===== src/rtl/complex_result_reader_pkg.sv =====
// ============================================================================
// Module   : complex_result_reader_pkg
// Brief    : Shared widths, complex word type and drain FSM encoding.
// Revision : 1.0 - initial release
// ============================================================================
`default_nettype none

package complex_result_reader_pkg;

    localparam int c_ew_default      = 64;
    localparam int c_n_words_default = 8;

    // One complex single-precision word: real half in the upper bits.
    typedef struct packed {
        logic [31:0] re;
        logic [31:0] im;
    } cplx_word_t;

    typedef enum logic [0:0] {
        ST_IDLE = 1'b0,
        ST_SEND = 1'b1
    } drain_state_t;

endpackage

`default_nettype wire


===== src/rtl/complex_result_slot.sv =====
// ============================================================================
// Module   : complex_result_slot
// Brief    : One result-vector storage slot with full flag and word-select mux.
// Config   : COMPLEX_READER_ZERO_SKIP_EN adds a per-word non-zero mask output.
// Revision : 1.0 - initial release
// ============================================================================
`default_nettype none

module complex_result_slot
    import complex_result_reader_pkg::*;
#(
    parameter int EW      = c_ew_default,
    parameter int N_WORDS = c_n_words_default
) (
    input  logic                         clk,
    input  logic                         reset,
    input  logic                         wr_en,
    input  logic                         clr,
    input  logic [EW*N_WORDS-1:0]        wr_data,
    input  logic [$clog2(N_WORDS)-1:0]   sel,
    output logic                         full,
    output logic [EW-1:0]                rd_word
`ifdef COMPLEX_READER_ZERO_SKIP_EN
    ,
    output logic [N_WORDS-1:0]           nz_mask
`endif
);

    localparam int                c_idx_w   = $clog2(N_WORDS);
    localparam logic [c_idx_w-1:0] c_idx_max = c_idx_w'(N_WORDS - 1);

    logic                         r_full;
    logic [N_WORDS-1:0][EW-1:0]   r_data;

    // A write wins over a clear so a slot freed on its last word can refill at once.
    always_ff @(posedge clk) begin
        if (reset) begin
            r_full <= 1'b0;
        end else if (wr_en) begin
            r_full <= 1'b1;
        end else if (clr) begin
            r_full <= 1'b0;
        end
    end

    always_ff @(posedge clk) begin
        if (wr_en) begin
            r_data <= wr_data;
        end
    end

    assign full    = r_full;
    assign rd_word = r_data[c_idx_max - sel];

`ifdef COMPLEX_READER_ZERO_SKIP_EN
    for (genvar k = 0; k < N_WORDS; k++) begin : g_nz
        assign nz_mask[k] = |r_data[N_WORDS-1-k];
    end
`endif

endmodule

`default_nettype wire


===== src/rtl/complex_result_reader.sv =====
// ============================================================================
// Module   : complex_result_reader
// Brief    : Captures packed result vectors into a ping-pong buffer and drains
//            them MSB word first over a valid/ready stream.
// Config   : COMPLEX_READER_ZERO_SKIP_EN - skip all-zero complex words.
// Revision : 1.0 - initial release
// ============================================================================
`default_nettype none

module complex_result_reader
    import complex_result_reader_pkg::*;
#(
    parameter int EW      = c_ew_default,
    parameter int N_WORDS = c_n_words_default
) (
    input  logic                  clk,
    input  logic                  reset,
    input  logic                  outsider_read_now,
    input  logic [EW*N_WORDS-1:0] result_in,
    output logic [EW-1:0]         out_data,
    output logic                  out_valid,
    input  logic                  out_ready,
    output logic                  out_last,
    output logic                  busy,
    output logic                  overflow
);

    localparam int                 c_idx_w   = $clog2(N_WORDS);
    localparam logic [c_idx_w-1:0] c_idx_max = c_idx_w'(N_WORDS - 1);

    drain_state_t         r_state;
    logic                 r_wp;
    logic                 r_rp;
    logic [c_idx_w-1:0]   r_idx;
    logic                 r_overflow;

    logic [1:0]           w_full;
    logic [1:0]           w_wr;
    logic [1:0]           w_clr;
    logic [EW-1:0]        w_word [2];
    logic                 w_hs;
    logic                 w_last_hs;
    logic                 w_capture;
    logic [c_idx_w-1:0]   w_first_rp;
    logic [c_idx_w-1:0]   w_first_other;
    logic [c_idx_w-1:0]   w_next_idx;
    logic [c_idx_w-1:0]   w_last_idx;

`ifdef COMPLEX_READER_ZERO_SKIP_EN
    logic [1:0][N_WORDS-1:0] w_nz;

    // An all-zero vector resolves first and last to word 0, emitting one zero word.
    function automatic logic [c_idx_w-1:0] first_nz(input logic [N_WORDS-1:0] m);
        first_nz = '0;
        for (int k = N_WORDS - 1; k >= 0; k--) begin
            if (m[k]) first_nz = c_idx_w'(k);
        end
    endfunction

    function automatic logic [c_idx_w-1:0] last_nz(input logic [N_WORDS-1:0] m);
        last_nz = '0;
        for (int k = 0; k < N_WORDS; k++) begin
            if (m[k]) last_nz = c_idx_w'(k);
        end
    endfunction

    function automatic logic [c_idx_w-1:0] next_nz(input logic [N_WORDS-1:0] m,
                                                   input logic [c_idx_w-1:0] cur);
        next_nz = cur;
        for (int k = N_WORDS - 1; k >= 0; k--) begin
            if (m[k] && (k > int'(cur))) next_nz = c_idx_w'(k);
        end
    endfunction
`endif

    for (genvar s = 0; s < 2; s++) begin : g_slot
        assign w_wr[s]  = w_capture & (r_wp == 1'(s));
        assign w_clr[s] = w_last_hs & (r_rp == 1'(s));

        complex_result_slot #(
            .EW      (EW),
            .N_WORDS (N_WORDS)
        ) u_slot (
            .clk     (clk),
            .reset   (reset),
            .wr_en   (w_wr[s]),
            .clr     (w_clr[s]),
            .wr_data (result_in),
            .sel     (r_idx),
            .full    (w_full[s]),
            .rd_word (w_word[s])
`ifdef COMPLEX_READER_ZERO_SKIP_EN
            ,
            .nz_mask (w_nz[s])
`endif
        );
    end

    always_comb begin
`ifdef COMPLEX_READER_ZERO_SKIP_EN
        w_first_rp    = first_nz(w_nz[r_rp]);
        w_first_other = first_nz(w_nz[~r_rp]);
        w_next_idx    = next_nz(w_nz[r_rp], r_idx);
        w_last_idx    = last_nz(w_nz[r_rp]);
`else
        w_first_rp    = '0;
        w_first_other = '0;
        w_next_idx    = r_idx + 1'b1;
        w_last_idx    = c_idx_max;
`endif
    end

    assign w_hs      = out_valid & out_ready;
    assign w_last_hs = w_hs & (r_idx == w_last_idx);
    // The slot being released this cycle counts as free for an incoming strobe.
    assign w_capture = outsider_read_now &
                       (~w_full[r_wp] | (w_last_hs & (r_wp == r_rp)));

    always_ff @(posedge clk) begin
        if (reset) begin
            r_state    <= ST_IDLE;
            r_wp       <= 1'b0;
            r_rp       <= 1'b0;
            r_idx      <= '0;
            r_overflow <= 1'b0;
        end else begin
            if (w_capture) begin
                r_wp <= ~r_wp;
            end else if (outsider_read_now) begin
                r_overflow <= 1'b1;
            end

            case (r_state)
                ST_IDLE: begin
                    if (w_full[r_rp]) begin
                        r_state <= ST_SEND;
                        r_idx   <= w_first_rp;
                    end
                end
                ST_SEND: begin
                    if (w_last_hs) begin
                        r_rp <= ~r_rp;
                        if (w_full[~r_rp]) begin
                            r_idx <= w_first_other;
                        end else begin
                            r_state <= ST_IDLE;
                            r_idx   <= '0;
                        end
                    end else if (w_hs) begin
                        r_idx <= w_next_idx;
                    end
                end
                default: r_state <= ST_IDLE;
            endcase
        end
    end

    assign out_valid = (r_state == ST_SEND);
    assign out_last  = out_valid & (r_idx == w_last_idx);
    assign out_data  = out_valid ? w_word[r_rp] : '0;
    assign busy      = |w_full;
    assign overflow  = r_overflow;

endmodule

`default_nettype wire


===== config.mk =====
export PLATFORM = sky130hd
export DESIGN_NAME = complex_result_reader
export DESIGN_NICKNAME = d
export VERILOG_FILES = /design/src/rtl/complex_result_reader_pkg.sv /design/src/rtl/complex_result_slot.sv /design/src/rtl/complex_result_reader.sv
export SDC_FILE = /design/constraint.sdc
export NUM_CORES = 1
export LEC_CHECK = 0
export ABC_CLOCK_PERIOD_IN_PS = 30500
export CAP_MARGIN = 30
export CORE_MARGIN = 5
export CORE_UTILIZATION = 49
export CTS_CLUSTER_SIZE = 10
export DETAILED_ROUTE_END_ITERATION = 10
export PLACE_DENSITY_LB_ADDON = 0.08
export SLEW_MARGIN = 10
export SYNTH_ARGS = -nofsm -noshare
export SYNTH_HDL_FRONTEND = slang
export SYNTH_SLANG_ARGS = --single-unit
export TNS_END_PERCENT = 10

===== constraint.sdc =====
create_clock -name clk -period 30.5 [get_ports clk]
set_input_delay 6.1 -clock clk [delete_from_list [all_inputs] [get_ports clk]]
set_output_delay 6.1 -clock clk [all_outputs]
set_load 0.05 [all_outputs]

# [Word-level counts from Yosys, hierarchy flattened]
# Index checks and enable logic that the tools add are counted.
# Widths: inputs -> output; s select.
[totals] ff_bits=1033 latchBits=0 ramBits=0 romBits=0 output_inout_bits=68 mem_count=0
[op_classes] n_addsub=2 n_mul=0 div=0 n_lt_le_gt_ge=5 n_eq_ne=4 shift=0 muxes=26 n_bitwise=16 n_reduce_logical=6
[op_table] operator="$bmux 64 s3" count=2
[op_table] operator="$mux 64" count=6
[op_table] operator="$mux 1" count=13
[op_table] operator="$and 1x1->1" count=9
[op_table] operator="$mux 3" count=3
[op_table] operator="$lt 1x2->1 const B" count=3
[op_table] operator="$pmux 3 s2" count=1
[op_table] operator="$reduce_and 2->1" count=3
[op_table] operator="$not 1->1" count=5
[op_table] operator="$lt 3x4->1 const B" count=1
[op_table] operator="$reduce_bool 2->1" count=2
[op_table] operator="$add 3x1->3 const B" count=1
[op_table] operator="$eq 3x3->1 const B" count=1
[op_table] operator="$ne 3x1->1 const B" count=1
[op_table] operator="$sub 3x3->3 const A" count=1
[op_table] operator="$ge 2x2->1 const B" count=1
[op_table] operator="$ne 2x2->1 const B" count=1
[op_table] operator="$not 1->2" count=1
[op_table] operator="$pmux 1 s2" count=1
[op_table] operator="$reduce_or 2->1" count=1
[op_table] operator="$eq 1x1->1" count=1
[op_table] operator="$or 1x1->1" count=1

# [Depth between registers and ports, before layout]
[logic_depth] ltp_word=7 ltp_mapped=8 ltp_nobuf=6

# [Modules after synthesis]
# Synthesis repeated with hierarchy kept, for this count alone.
[hier_totals] cells_unflattened=1682 hier_area_um2=40087.2
[modules_own_cells] module="complex_result_slot" n_inst=2 cells_per_inst=743 area_each_um2=19246.0 seq_area_each_um2=15394.8
[modules_own_cells] module="complex_result_reader" n_inst=1 cells_per_inst=196 area_each_um2=1595.3 seq_area_each_um2=140.1

# [Worst setup path before layout]
# OpenSTA, ideal clock, no wires.
[synth_path] path_kind="input-to-reg" start="input port out_ready" end="register g_slot[0].u_slot.r_data[0] (netlist bit), enable pin" arrival_ns=27.750 required_time_ns=29.102 setup_slack_ns=1.352 path_stages=4 path_buffers=0 path_cell_list="nand3_1 -> o21ai_0 -> nand2_1 -> nor2_1"
[synth_via] elab_chain_len=6
[synth_rtl] element="start, declared" line="complex_result_reader.sv:22" source="input logic out_ready,"
[synth_rtl] element="$and 1x1->1" line="complex_result_reader.sv:113" source="assign w_hs = out_valid & out_ready;"
[synth_rtl] element="$and 1x1->1" line="complex_result_reader.sv:114" source="assign w_last_hs = w_hs & (r_idx == w_last_idx);"
[synth_rtl] element="$and 1x1->1" line="complex_result_reader.sv:117" source="(~w_full[r_wp] | (w_last_hs & (r_wp == r_rp)));"
[synth_rtl] element="$or 1x1->1" line="complex_result_reader.sv:117"
[synth_rtl] element="$and 1x1->1" line="complex_result_reader.sv:116" source="assign w_capture = outsider_read_now &"
[synth_rtl] element="$and 1x1->1" line="complex_result_reader.sv:77" source="assign w_wr[s] = w_capture & (r_wp == 1'(s));"
[synth_rtl] element="via g_slot[0].u_slot.wr_en" line="complex_result_slot.sv:17" source="input logic wr_en,"
[synth_rtl] element="end signal, assigned" line="complex_result_slot.sv:48" source="r_data <= wr_data;"
[synth_rtl] element="end, declared" line="complex_result_slot.sv:33" source="logic [N_WORDS-1:0][EW-1:0] r_data;"
# The timed path passes the listed nets, and every way through them passes these cells.
# A chain may end at the register's enable or synchronous reset.

# [Worst setup path in the final report]
[layout_path] start="register r_idx[0]" end="output port out_data[27]"
[layout_via] elab_chain_len=7 word_cells_on_any_way=9 classes_between="add/sub (1); mux (8)"
[layout_rtl] element="start, declared" line="complex_result_reader.sv:34" source="logic [c_idx_w-1:0] r_idx;"
[layout_rtl] element="start signal, assigned" line="complex_result_reader.sv:137" source="r_idx <= w_first_rp;"
[layout_rtl] element="start signal, assigned" line="complex_result_reader.sv:144" source="r_idx <= w_first_other;"
[layout_rtl] element="start signal, assigned" line="complex_result_reader.sv:150" source="r_idx <= w_next_idx;"
[layout_rtl] element="$sub 3x3->3 *" line="complex_result_slot.sv:53" source="assign rd_word = r_data[c_idx_max - sel];"
[layout_rtl] element="$bmux 64 s3" line="complex_result_slot.sv:53"
[layout_rtl] element="$mux 64 (not written as such)" line="complex_result_slot.sv:53"
[layout_rtl] element="$mux 64 (not written as such) * (3 in a row)" line="complex_result_reader.sv:160" source="assign out_data = out_valid ? w_word[r_rp] : '0;"
[layout_rtl] element="$mux 64 *" line="complex_result_reader.sv:160"
[layout_rtl] element="end, declared" line="complex_result_reader.sv:20" source="output logic [EW-1:0] out_data,"
# Every way passes the cells marked *; elsewhere a longest branch is shown, timed or not. The select of a mux whose other input is x is not followed.

==> impl.org <==
** Status
- The flow ran to the end, and the final reports show no timing, DRC or antenna violations.

** Synth
- #FFs+latches synth :: between 1,000 and 1,500
- Of all cell types, the one taking the most synthesized area is sky130_fd_sc_hd__edfxtp_1.
- Of the total synthesized cell area, the portion taken by XOR and XNOR cells is 0.
- Yosys instantiated no cell more often than sky130_fd_sc_hd__edfxtp_1.
- Area share of fa/ha/maj cells after synthesis :: 0.000624
- In this run, synthesis inferred 1,024 flip-flops with an integrated enable.
- After synthesis, the share of cell area in mux cells is 0.129.
- Avg Inst Size Synth :: between 15 and 20 µm²
- Most frequent cells after synthesis :: sky130_fd_sc_hd__edfxtp_1 (1,024), sky130_fd_sc_hd__mux2i_1 (490), sky130_fd_sc_hd__a22oi_1 (231), sky130_fd_sc_hd__nand2_1 (123), sky130_fd_sc_hd__buf_6 (47)
- Total number of yosys warnings :: 0
- Counting every net in the synthesized netlist gives 2,659.
- Number of library cell types mapped by synthesis :: 36
- Post-Synth Simple-Gate Area :: 0.0137
- Share of synthesized registers carrying an async set or reset :: 0
- Synthesized instance count :: about 2,100
- Most used DFF post-synth :: sky130_fd_sc_hd__edfxtp_1
- The share of the Yosys chip area taken by registers is 0.771.
- Share of the synthesized area in the top cell type :: 0.767
- By area the synthesized netlist is led by sky130_fd_sc_hd__edfxtp_1 (77%), sky130_fd_sc_hd__mux2i_1 (12%), sky130_fd_sc_hd__a22oi_1 (4.3%), sky130_fd_sc_hd__buf_6 (1.3%), sky130_fd_sc_hd__nand2_1 (1.2%).
- Compound-cell area share of the yosys netlist :: 0.0609
- Mapped cell area :: 40,100 µm²
- After synthesis, the largest family of logic cells by area is multiplexers.

** STA
- RSZ-0062 raised after global routing :: false
- Slew margin rel. :: 0.160
- Timing would allow up to between 80 and 90 MHz.
- After layout, the minimum clock period comes to ~12 ns.
- Slew at the pin closest to its max-slew limit :: approximately 1.3 ns
- Smallest setup slack after layout :: ~19 ns
- Across the routed clock network, the largest skew measured is 0.0209 ns.
- Final period util :: 0.381
- Pins over their slew limit :: 0
- Setup-failing EPs final :: 0
- Total count of hold-check failures in the final report :: 0
- In the final timing run, aggregate negative setup slack is 0 ns.

** Routing
- Remaining DRCs :: 0
- Detail-routed via count per cell :: 5.59
- Antenna Violating Nets Remaining :: 0
- Total length of routed wires :: about 100 mm
- Number of DRC markers in iteration 0 :: about 1,300
- The detailed router placed ~22,000 vias in this run.
- After detailed routing, the average wire length per cell comes to approximately 26 µm.
- The first TritonRoute pass finished after 5 iterations.

** Clocking
- The clock net in this run drives a total of 1,033 sinks.
- In this run, CTS created clock tree buffers numbering around 120.
- CTS tree :: done
- The H-tree generated during clock tree synthesis spans 3 levels.
- Number of buffers inserted to repair setup after CTS :: 0
- The clock passes through at most 3 buffers.
- Hold bufs inserted after CTS :: 0
- CTS clk-pin slew, worst paths :: 0.06 ns
- Later-pin clock latency in the skew report :: ~0.67 ns
- The number of gates resized after CTS was 0.
- Master cell of the clock root buffer :: sky130_fd_sc_hd__clkbuf_16

** Setup path
- Element type at the critical path end :: primary output
- STA classifies the critical path startpoint as a flop.
- Startpoint-to-endpoint class of the critical path :: flop to primary output
- Of all nets on the critical path, the largest fanout is 52.
- Required time at the worst-slack endpoint :: between 20 and 25 ns
- For the worst setup path, the data arrival time is approximately 5.5 ns.

** Power and ir drop
- For this design the ratio of total power to cell area is between 60 and 70 nW/µm².
- Summed over all cells, the static leakage comes to ~16 nW.
- VDD sags by at most ~47 µV.

** Cells and area
- From synthesis to final layout, the design area changed by 24.9%.
- Fraction of layout instances using a drive strength above 1 :: 0.0719
- Post-route core utilization :: 0.614
- After routing the design area is 50,100 µm².
- For this run, the post-layout net count is ~3,300.

** Floorplan
- The die is ~300 µm tall.
- The floorplan step defined a die boundary enclosing approximately 88,000 µm².
- Core region area :: just over 80,000 µm²
- Die boundary width :: between 200 and 300 µm
- The initial utilization of the core area, before any placement, comes to 0.492.
- Row generation in the floorplan step produced approximately 110 rows.
- Number of placed I/O pins :: approximately 580

** Placement
- Detailed-placement wirelength estimate :: between 60 and 70 mm
- After detailed placement, the total cell area comes to 46,700 µm².
- The count of buffers added on input and output ports is just under 600.
- Timing analysis after detailed placement gives a worst setup slack of just under 20 ns.
- At the end of routability-driven placement, the weighted congestion stood at about 0.82.

** Flow run
- Max-cap violations in this run came to 0.

** GRT
- Initial antenna violation count :: 49
- Entering global routing, the biggest net connects 150 pins.
- In the global route stage, met2 resource usage came out at 0.380.
- The first global-routing pass estimated 143 mm of wire.
- After global routing, the most crowded layer is met2.
- In the global route stage, met1 resource usage came out at 0.270.
- Met3 demand-to-capacity share in global routing :: 0.0605
- Remaining global-route overflow :: 0
- Via count of the first global-routing pass :: between 20,000 and 25,000
- Across every metal layer, demand over resource in global routing totals 0.219.

** Worst hold path
- The path class of the tightest hold or removal check is flop to flop.
-- path summary, 6_finish.rpt --
| path | cells past startpoint | slack, ns | to | from |
|---|---|---|---|---|
| worst max-delay path | 9 | 18.89 | out_data[27] | r_idx[0]$_SDFFE_PP0P_ |
| worst min-delay path | 2 | 0.54 | overflow$_SDFFE_PP0P_ | overflow$_SDFFE_PP0P_ |
| worst max register to register | 9 | 25.26 | g_slot[1].u_slot.r_data[468]$_DFFE_PP_ | r_idx[0]$_SDFFE_PP0P_ |
| worst min register to register | 2 | 0.54 | overflow$_SDFFE_PP0P_ | overflow$_SDFFE_PP0P_ |
-- flip-flops by register name, indices dropped and copies added, names as in the netlist --
name	count
g_slot.u_slot.full	2
r_idx	3
out_valid	1
r_rp	1
overflow	1
r_wp	1
g_slot.u_slot.r_data	1024
-- routing by layer --
metal  share of wire  vias up
met5          0.0019        -
met4           0.023       30
met3           0.077      166
met2            0.52      666
met1            0.38    11000
li1                -     9902
-- power by group --
group          switching, mW  total [mW]  internal [mW]
Sequential            0.0200        1.67           1.65
Clock                  0.504        1.19          0.687
Combinational          0.138       0.257          0.120
-- worst max-delay path, stage by stage, from the launching register on --
cell and delay, ns:
sky130_fd_sc_hd__dfxtp_4 0.89, sky130_fd_sc_hd__buf_4 0.86, sky130_fd_sc_hd__buf_4 0.40, sky130_fd_sc_hd__buf_16 0.33, sky130_fd_sc_hd__buf_4 0.63, sky130_fd_sc_hd__mux2i_1 0.20
sky130_fd_sc_hd__a22oi_1 0.25, sky130_fd_sc_hd__nand2_1 0.07, sky130_fd_sc_hd__o22ai_1 0.18, sky130_fd_sc_hd__clkdlybuf4s50_1 0.84
-- kinds of logic (layout without fill, tap and decap cells) --
family	Yosys count	after routing
flops	1033	1033
fa+ha+maj	2	2
other cells	0	37
mux	502	502
buf+inv	130	772
compound gates	334	334
simple gates	140	140
-- metrics by stage --
stage                     std cells  hold WS, ns  total power [mW]
final                          3890        0.536              3.12
after global routing           3875        0.566              3.24
after CTS                      3848        0.544              3.15
after detailed placement       3704        0.531              1.96
after global placement         3700        0.535              1.95
after floorplan                2141        0.483              1.90
-- cell usage in the layout, fill, tap and decap left out, drive strengths merged --
master and instances:
o21a 2, inv 6, clkinv 8, nand3 2, a22oi 233, o221ai 2, nor2 7, edfxtp 1024
ha 2, mux4 12, o21ai 25, diode 37, nand4 1, mux2i 490, or2 1, nand2b 1
bufinv 1, a221oi 12, o22ai 52, and2 2, dfxtp 9, a211oi 1, a21oi 6, a41oi 1
buf 42, clkbuf 132, nor2b 1, nand2 124, clkdlybuf4s50 583, and2b 1
-- layout make-up --
type	instances	area [µm²]
diodes	37	92.6
clock buffers	132	2970
clock inverters	12	165
fillers	5914	31500
inverters	3	11.3
multi-input cells	978	8240
flip-flops and latches	1033	30900
well taps	1070	1340
repair buffers	625	6330
Power figures use the tool's default switching activity.
